[config.mk]
export PLATFORM = sky130hd
export DESIGN_NAME = pos_read_scheduler
export DESIGN_NICKNAME = d
export VERILOG_FILES = /design/src/rtl/pos_read_scheduler.sv
export SDC_FILE = /design/constraint.sdc
export NUM_CORES = 1
export LEC_CHECK = 0
export ABC_AREA = 0
export CORE_MARGIN = 1.5
export CORE_UTILIZATION = 48
export DETAILED_ROUTE_END_ITERATION = 16
export HOLD_SLACK_MARGIN = 0.08
export PLACE_DENSITY = 0.8
export SLEW_MARGIN = 20
export SYNTH_ARGS = -nofsm -noshare
export SYNTH_HDL_FRONTEND = slang
export SYNTH_SLANG_ARGS = --single-unit
[constraint.sdc]
create_clock -name clk -period 1.71 [get_ports clk]
set_clock_uncertainty 0.05 [all_clocks]
set_input_delay 0.2565 -clock clk [delete_from_list [all_inputs] [get_ports clk]]
set_output_delay 0.2565 -clock clk [all_outputs]
set_load 0.02 [all_outputs]
[src/rtl/pos_read_scheduler.sv]
// ---------------------------------------------------------------------------
// pos_read_scheduler
// Runs the position-read sequence for one home cell. It reads the count word,
// then pairs every home reference particle with every neighbour particle
// slot in two halves (phase 0 = cells 0..6, phase 1 = cells 7..13). It stalls
// on filter back-pressure, waits for the pipeline to drain, and then pulses
// done.
//
// Ports
//   clk                  in   clock
//   rst                  in   asynchronous reset, active low
//   start                in   begin a cell (rising edge in IDLE only)
//   home_count           in   home-cell particle count, sampled in LATCH
//   nb_max_count         in   largest neighbour-cell count, sampled in LATCH
//   back_pressure        in   a filter input buffer is almost full
//   phase                out  neighbour half select
//   reading_particle_num out  count-word read strobe
//   pause_reading        out  the current sweep beat is not valid
//   ref_id               out  home reference particle (1-based)
//   particle_id          out  neighbour slot / cache read address (0 = count)
//   busy                 out  high from an accepted start through done
//   done                 out  one-cycle end-of-cell pulse
// ---------------------------------------------------------------------------
module pos_read_scheduler #(
  parameter int PARTICLE_ID_WIDTH = 7,
  parameter int DRAIN_CYCLES      = 4
) (
  input  logic                         clk,
  input  logic                         rst,
  input  logic                         start,
  input  logic [PARTICLE_ID_WIDTH-1:0] home_count,
  input  logic [PARTICLE_ID_WIDTH-1:0] nb_max_count,
  input  logic                         back_pressure,
  output logic                         phase,
  output logic                         reading_particle_num,
  output logic                         pause_reading,
  output logic [PARTICLE_ID_WIDTH-1:0] ref_id,
  output logic [PARTICLE_ID_WIDTH-1:0] particle_id,
  output logic                         busy,
  output logic                         done
);

  localparam int W  = PARTICLE_ID_WIDTH;
  localparam int DW = (DRAIN_CYCLES > 1) ? $clog2(DRAIN_CYCLES) : 1;
  localparam logic [W-1:0]  ONE      = W'(1);
  localparam logic [DW-1:0] DRAIN_LAST = DW'(DRAIN_CYCLES - 1);

  typedef enum logic [2:0] {
    S_IDLE, S_RD_NUM, S_LATCH, S_SWEEP, S_DRAIN, S_DONE
  } state_t;

  state_t        state_q, state_d;
  logic          phase_q, phase_d;
  logic          rpn_q, rpn_d;
  logic          pause_q, pause_d;
  logic [W-1:0]  ref_q, ref_d;
  logic [W-1:0]  pid_q, pid_d;
  logic          busy_q, busy_d;
  logic          done_q, done_d;
  logic [W-1:0]  lim_q, lim_d;
  logic [W-1:0]  hc_q, hc_d;
  logic [DW-1:0] drain_q, drain_d;
  logic          start_prev_q, start_prev_d;

  // Next-state and next-output logic for the whole sequencer.
  always_comb begin
    state_d      = state_q;
    phase_d      = phase_q;
    rpn_d        = 1'b0;
    pause_d      = 1'b0;
    ref_d        = ref_q;
    pid_d        = pid_q;
    busy_d       = busy_q;
    done_d       = 1'b0;
    lim_d        = lim_q;
    hc_d         = hc_q;
    drain_d      = drain_q;
    start_prev_d = start;

    case (state_q)
      S_IDLE: begin
        // Only a fresh edge starts a cell, so a held start cannot re-arm.
        if (start && !start_prev_q) begin
          state_d = S_RD_NUM;
          busy_d  = 1'b1;
          rpn_d   = 1'b1;
          phase_d = 1'b0;
          pid_d   = '0;
        end else begin
          state_d = S_IDLE;
        end
      end
      S_RD_NUM: begin
        state_d = S_LATCH;
      end
      S_LATCH: begin
        // The sweep must cover the home cell too, so it runs to max(home, nb).
        lim_d = (nb_max_count > home_count) ? nb_max_count : home_count;
        hc_d  = home_count;
        if (home_count == '0) begin
          state_d = S_DRAIN;
          drain_d = '0;
        end else begin
          state_d = S_SWEEP;
          pid_d   = ONE;
          ref_d   = ONE;
          phase_d = 1'b0;
        end
      end
      S_SWEEP: begin
        if (back_pressure) begin
          // Hold the beat; it is presented again as soon as pressure drops.
          pause_d = 1'b1;
        end else if (!phase_q) begin
          phase_d = 1'b1;
        end else begin
          phase_d = 1'b0;
          if (pid_q == lim_q) begin
            pid_d = ONE;
            // ref_id ends at hc+1 (it may wrap), which flags reading_done downstream.
            ref_d = ref_q + ONE;
            if (ref_q == hc_q) begin
              state_d = S_DRAIN;
              drain_d = '0;
            end else begin
              state_d = S_SWEEP;
            end
          end else begin
            pid_d = pid_q + ONE;
          end
        end
      end
      S_DRAIN: begin
        if (drain_q == DRAIN_LAST) begin
          state_d = S_DONE;
          done_d  = 1'b1;
        end else begin
          drain_d = drain_q + DW'(1);
        end
      end
      S_DONE: begin
        state_d = S_IDLE;
        busy_d  = 1'b0;
        ref_d   = ONE;
        pid_d   = '0;
        phase_d = 1'b0;
      end
      default: begin
        state_d = S_IDLE;
        busy_d  = 1'b0;
        ref_d   = ONE;
        pid_d   = '0;
        phase_d = 1'b0;
      end
    endcase
  end

  // State and output registers; the reset aborts any cell in progress.
  always_ff @(posedge clk or negedge rst) begin
    if (!rst) begin
      state_q      <= S_IDLE;
      phase_q      <= 1'b0;
      rpn_q        <= 1'b0;
      pause_q      <= 1'b0;
      ref_q        <= ONE;
      pid_q        <= '0;
      busy_q       <= 1'b0;
      done_q       <= 1'b0;
      lim_q        <= '0;
      hc_q         <= '0;
      drain_q      <= '0;
      start_prev_q <= 1'b0;
    end else begin
      state_q      <= state_d;
      phase_q      <= phase_d;
      rpn_q        <= rpn_d;
      pause_q      <= pause_d;
      ref_q        <= ref_d;
      pid_q        <= pid_d;
      busy_q       <= busy_d;
      done_q       <= done_d;
      lim_q        <= lim_d;
      hc_q         <= hc_d;
      drain_q      <= drain_d;
      start_prev_q <= start_prev_d;
    end
  end

  assign phase                = phase_q;
  assign reading_particle_num = rpn_q;
  assign pause_reading        = pause_q;
  assign ref_id               = ref_q;
  assign particle_id          = pid_q;
  assign busy                 = busy_q;
  assign done                 = done_q;

endmodule

==> flow_summary_export.csv, run 1 <==
group,metric,value,unit
drt,antenna_left,0,
job,cap_violations,0,
synth,yosys_most_used_dff,"dfrtp_1",
setup_path,crit_arrival,2240,ps
synth,avgSynthCellArea,9.30,um2
place,port_buffers,36,
clock_network,clkTransAtPathRegs,80,ps
place,dp.cells,366,
die,start_util,50.1,%
drt,drt_iter0_drc,280,
timing,finalCriticalPeriod,2040,ps
drt,drcViolationCount,0,
synth,ys_seq_area_share,44.5,%
finish,finalNonFillerCells,388,
clock_network,clk_path_buf_depth,2,
synth,ys_ff_latch,39,
timing,final_hold_viol_count,0,
synth,syn_area,2190,um2
grt,grt_max_degree,32,
die,design.core.area,4380,um2
setup_path,required,1900,ps
die,dieArea,4990,um2
finish,synthToLayoutAreaGrowth,54.4,%
drt,wl,6760,um
timing,setup_slack,-335,ps
grt,grt_usage,25.7,%
grt,grt_pass1_wl,9990,um
setup_path,critPathLaunchType,"flop",
timing,fin_crit_sh,120,%
drt,drt-pass1-iter-count,4,
grt,grt_overflow,0,
power_and_ir_drop,total_power,2.95,mW
place,gp_congestion,0.853,
power_and_ir_drop,ir_worst_vdd,0.666,mV
worst_hold_path,timing.hold.worst.class,"input pin to flop",
grt,antenna_found_initial,0,
die,row_count,24,
finish,num_antenna_cells,0,
synth,async_flop_share,100,%
place,hpwl,4080,um
place,placedInstanceArea,2970,um2
synth,post_synth_num_cell_types,44,
timing,max_freq,0.489,GHz
timing,rsz0062_at_grt,"yes",
die,io-pin-count,37,
power_and_ir_drop,cellLeakagePower,1.72,nW
drt,vias,2225,
die,die_h,70.6,um
finish,drive_gt1_share,34.2,%
setup_path,path_class,"flop to flop",
setup_path,endpoint_kind,"flop",
outcome,violations,"negative setup slack",
finish,finish.instance_area,3390,um2
clock_network,cts-buffers-inserted,5,
timing,slew_violations,0,
drt,drt-vias-per-instance,5.73,
finish,nNetsFinal,363,
timing,setup_tns,-4220,ps
synth,ys_warn_count,0,
clock_network,root_buffer,"clkbuf_8",
outcome,status,"finished with violations",
clock_network,htreeDepth,2,
clock_network,cts_tree,"done",
synth,netlist_instances,236,
synth,synth_edf_count,0,
drt,routedWlPerCell,17.4,um
clock_network,clock-sinks,39,
die,fp.dieW,70.6,um
clock_network,insertion_delay,300,ps
power_and_ir_drop,power.density,871,nW/um2
setup_path,crit_fanout,4,
timing,setup_viol,19,
timing,worstMarginPinSlew,708,ps
synth,syn_nets,264,
grt,grt_pass1_vias,2144,
setup_path,rrSetupSlack,-330,ps
timing,slew_headroom,52.8,%
per-layer routing:
metal	global-route usage (%)	up-vias	part of all wire (%)
li1	-	1040	-
met1	32.6	1079	40
met2	43.7	82	50
met3	4.56	24	5.4
met4	10.5	0	3.8
met5	0	-	0
Yosys cell counts, types with 3 or more instances:
library cell | count | share of area, %
a21oi_1 | 14 | 3.2
a31oi_1 | 4 | 1.1
and3_1 | 4 | 1.1
clkbuf_1 | 5 | 0.86
dfrtp_1 | 38 | 43
ha_1 | 10 | 5.7
inv_1 | 13 | 2.2
mux2i_1 | 7 | 3.2
nand2_1 | 26 | 4.4
nand3_1 | 8 | 1.8
nand4_1 | 10 | 2.9
nor2_1 | 12 | 2.1
nor2b_1 | 3 | 0.86
nor3_1 | 4 | 0.91
o21ai_0 | 27 | 6.2
o21ai_1 | 5 | 1.1
xnor2_1 | 10 | 4.0
xor2_1 | 4 | 1.6
worst paths after layout:
kind | from | end | cells after the start
worst max-delay path | lim_q[3] | ref_id[6] | 7
worst min-delay path | start | start_prev_q | 1
worst max register to register | lim_q[3] | ref_id[6] | 7
worst min register to register | drain_q[1] | drain_q[1] | 1
max in group asynchronous | rst | lim_q[0] | 3
min in group asynchronous | rst | state_q[0] | 2
flip-flops by register name (all words and copies together) (netlist names), 2 cells and up:
signal,count
lim_q,7
particle_id,7
drain_q,2
hc_q,7
state_q,3
ref_id,7
critical path, stage by stage (launching register included):
cell     delay, ps
dfrtp_1        430
xnor2_2        200
nand4_1        240
nor4b_4        390
buf_4          180
nand4_1        110
or3_1          320
nand3_1         80
where the power goes:
part           internal (mW)  switching, mW
sequential              1.04          0.107
clock                  0.368          0.327
combinational          0.541          0.566
per-stage QoR:
| stage | setup WS (ps) | utilization, % | hold WS, ps |
|---|---|---|---|
| after floorplan | -120 | - | -89.1 |
| after global placement | -578 | 67.7 | 284 |
| after detailed placement | -611 | 67.7 | 285 |
| after CTS | -214 | 73.6 | 171 |
| after global routing | -387 | 77.3 | 164 |
| final | -335 | 77.3 | 167 |
placed cells by master, fill, tap and decap left out, types with 9 or more instances in the layout:
master	instances
dfrtp_1	31
a21oi_1	13
nand4_1	10
inv_1	9
dlymetal6s2s_1	9
nor2_1	11
nand2_1	25
dlygate4sd2_1	17
o21ai_0	13
buf_4	56
o21ai_1	14
area by class of cell:
type | count | area, um2
clock buffers | 8 | 100
fillers | 262 | 995
inverters | 13 | 48.8
multi-input cells | 177 | 1340
flip-flops and latches | 39 | 986
well taps | 52 | 65.1
repair buffers | 99 | 850
kinds of logic after synthesis:
group | share of synthesized area, %
adders and majority gates | 5.70
AOI/OAI and AO/OA | 17.7
buffers and inverters | 3.54
muxes | 3.71
and+or+nand+nor | 19.2
xor gates and xnor gates | 5.59
DFF | 44.5
what timing repair did:
action                                  in CTS  in global routing
buffers inserted                             9                  8
pin swaps                                   24                 16
resized for setup                           46                 39
hold buffers                                 1                  0
hold endpoints to repair                    28                  0
endpoints found under the setup margin      32                 34
Note: power is estimated with default switching activity, not from simulation.
==> inputs of run 2 (changes only) <==
--- a/config.mk
+++ b/config.mk
@@ -6,7 +6,7 @@
 export NUM_CORES = 1
 export LEC_CHECK = 0
 export ABC_AREA = 0
-export CORE_MARGIN = 1.5
+export CORE_MARGIN = 5
 export CORE_UTILIZATION = 48
 export DETAILED_ROUTE_END_ITERATION = 16
 export HOLD_SLACK_MARGIN = 0.08
==> run 2 against run 1 <==
The run still ends with negative setup slack left. Total power is 3.0% lower. Sequential share of layout area shrank 0.070 points. Register-to-register slack gained 70 ps. Utilization is 0.29 points higher. Final area is 0.37% higher. Largest cell class unchanged.
==> flow_summary_export.csv, run 2 (synthesized netlist as in run 1, its figures left out) <==
group,metric,value,unit
finish,finish.instance_area,3400,um2
drt,drt-pass1-iter-count,4,
setup_path,r2r_end,"ref_id[6]",
power_and_ir_drop,cellLeakagePower,1.66,nW
setup_path,crit_arrival,2170,ps
power_and_ir_drop,swShare,33.6,%
die,row_count,24,
clock_network,insertion_delay,300,ps
setup_path,path_class,"flop to flop",
power_and_ir_drop,clkPwrFrac,24.5,%
drt,wl,6640,um
clock_network,clkTransAtPathRegs,80,ps
worst_hold_path,timing.hold.worst.class,"input pin to flop",
finish,finalNonFillerCells,387,
timing,worstMarginPinSlew,419,ps
place,hpwl,4290,um
drt,drt-vias-per-instance,5.66,
setup_path,path_common_cell,"nand4_1",
die,io-pin-count,37,
place,port_buffers,36,
power_and_ir_drop,pwr-share-seq,39.7,%
setup_path,critPathLaunchType,"flop",
setup_path,critical_path_buf_inv_count,1,
setup_path,reg2reg_from,"particle_id[2]",
setup_path,worstPathCellList,"xnor2_2 -> nand4_1 -> nor4b_4 -> buf_4 -> nand4_1 -> or3_1 -> nand3_1",
drt,routedWlPerCell,17.1,um
timing,setup_slack,-267,ps
place,dp.cells,369,
clock_network,clock-sinks,39,
place,dp_slack,-624,ps
drt,drcViolationCount,0,
worst_hold_path,worstHoldPathCells,1,
timing,slew_headroom,72.1,%
finish,num_antenna_cells,0,
clock_network,cts_tree,"done",
setup_path,crit_fanout,3,
die,die_h,77.6,um
power_and_ir_drop,ir_worst_vdd,0.594,mV
finish,post-route-util,77.6,%
setup_path,rrSetupSlack,-270,ps
timing,whs,200,ps
finish,drive_gt1_share,36.1,%
timing,slew_violations,0,
finish,synthToLayoutAreaGrowth,55.0,%
grt,grt_max_degree,23,
finish,layout_common_cells,"buf_4, dfrtp_1, nand2_1",
drt,drt_iter0_drc,108,
die,start_util,50.1,%
grt,grt_pass1_vias,2145,
grt,grt_overflow,0,
outcome,status,"finished with violations",
clock_network,cts-buffers-inserted,5,
setup_path,endpoint_kind,"flop",
setup_path,cpLargestDelayFamily,"simple AND/OR/NAND/NOR gates",
clock_network,root_buffer,"clkbuf_8",
setup_path,reg2reg_depth,7,
timing,max_freq,0.506,GHz
die,fp.dieW,77.6,um
grt,grt_pass1_wl,10300,um
clock_network,htreeDepth,2,
grt,antenna_found_initial,0,
finish,final_common_cell,"buf_4",
die,dieArea,6020,um2
power_and_ir_drop,p_switching,961,uW
finish,nNetsFinal,362,
place,placedInstanceArea,3000,um2
grt,grt_usage,21.3,%
timing,finalCriticalPeriod,1980,ps
timing,fin_crit_sh,116,%
power_and_ir_drop,p_comb_share,35.8,%
place,gp_congestion,0.890,
power_and_ir_drop,intPower,1.90,mW
outcome,violations,"negative setup slack",
setup_path,slowest_stage,"dfrtp_2",
drt,vias,2189,
clock_network,clk_path_buf_depth,2,
timing,setup_viol,16,
timing,rsz0062_at_grt,"yes",
timing,final_hold_viol_count,0,
power_and_ir_drop,power.density,842,nW/um2
setup_path,slowest_delay,420,ps
worst_hold_path,hp-start,"start",
setup_path,required,1900,ps
job,cap_violations,0,
worst_hold_path,whs_endpoint,"start_prev_q",
drt,antenna_left,0,
die,design.core.area,4380,um2
-- run 2: how the worst max path moves through the flow --
stage / startpoint / to / slack (ps) / cells after the start
6_report: particle_id[2] / ref_id[6] / -270 / 7
5_1_grt: particle_id[3] / ref_id[6] / -350 / 7
4_1_cts: particle_id[5] / ref_id[4] / -180 / 7
3_5_place_dp: home_count[1] / lim_q[0] / -620 / 9
3_3_place_gp: start / particle_id[6] / -580 / 7
2_1_floorplan: particle_id[0] / drain_q[0] / -120 / 6
-- run 2: metrics by stage --
step	setup TNS [ps]	power [mW]
after floorplan	-1010	1.60
after global placement	-12900	2.05
after detailed placement	-13750	2.08
after CTS	-1150	2.80
after global routing	-3710	3.01
final	-2100	2.86
-- run 2: cell type report --
cell class                 instances  area, um2
inverter                          13       48.8
multi-input combinational        178       1380
clock buffer                       8        100
fill                             266        982
tap                               52       65.1
sequential                        39        987
timing repair buffer              97        826
-- run 2: what timing repair did --
action	CTS	global route
resized for setup	47	42
hold buffers	1	0
gates cloned	1	0
setup endpoints to repair	35	31
hold endpoints to repair	17	0
pin swaps	19	21
buffers inserted	4	4
-- run 2: layer usage --
metal | share of wire [%] | vias up | global-route usage [%]
met5 | 0 | - | 0
met4 | 1.5 | 0 | 8.59
met3 | 4.9 | 11 | 4.63
met2 | 52 | 66 | 36.0
met1 | 42 | 1060 | 26.3
li1 | - | 1052 | -
-- run 2: power by group through the flow --
| stage | clock (mW) | combinational, mW | sequential (mW) |
|---|---|---|---|
| after floorplan | 0 | 0.330 | 1.27 |
| after global placement | 0 | 0.911 | 1.14 |
| after detailed placement | 0 | 0.935 | 1.15 |
| after CTS | 0.711 | 0.954 | 1.13 |
| after global routing | 0.746 | 1.11 | 1.15 |
| final | 0.701 | 1.03 | 1.14 |
==> inputs of run 3 (changes only) <==
--- a/config.mk
+++ b/config.mk
@@ -6,6 +6,7 @@
 export NUM_CORES = 1
 export LEC_CHECK = 0
 export ABC_AREA = 0
+export CAP_MARGIN = 15
 export CORE_MARGIN = 5
 export CORE_UTILIZATION = 48
 export DETAILED_ROUTE_END_ITERATION = 16
==> results of run 3 <==
No change in the layout: final DEF, timing and power equal those of run 2.
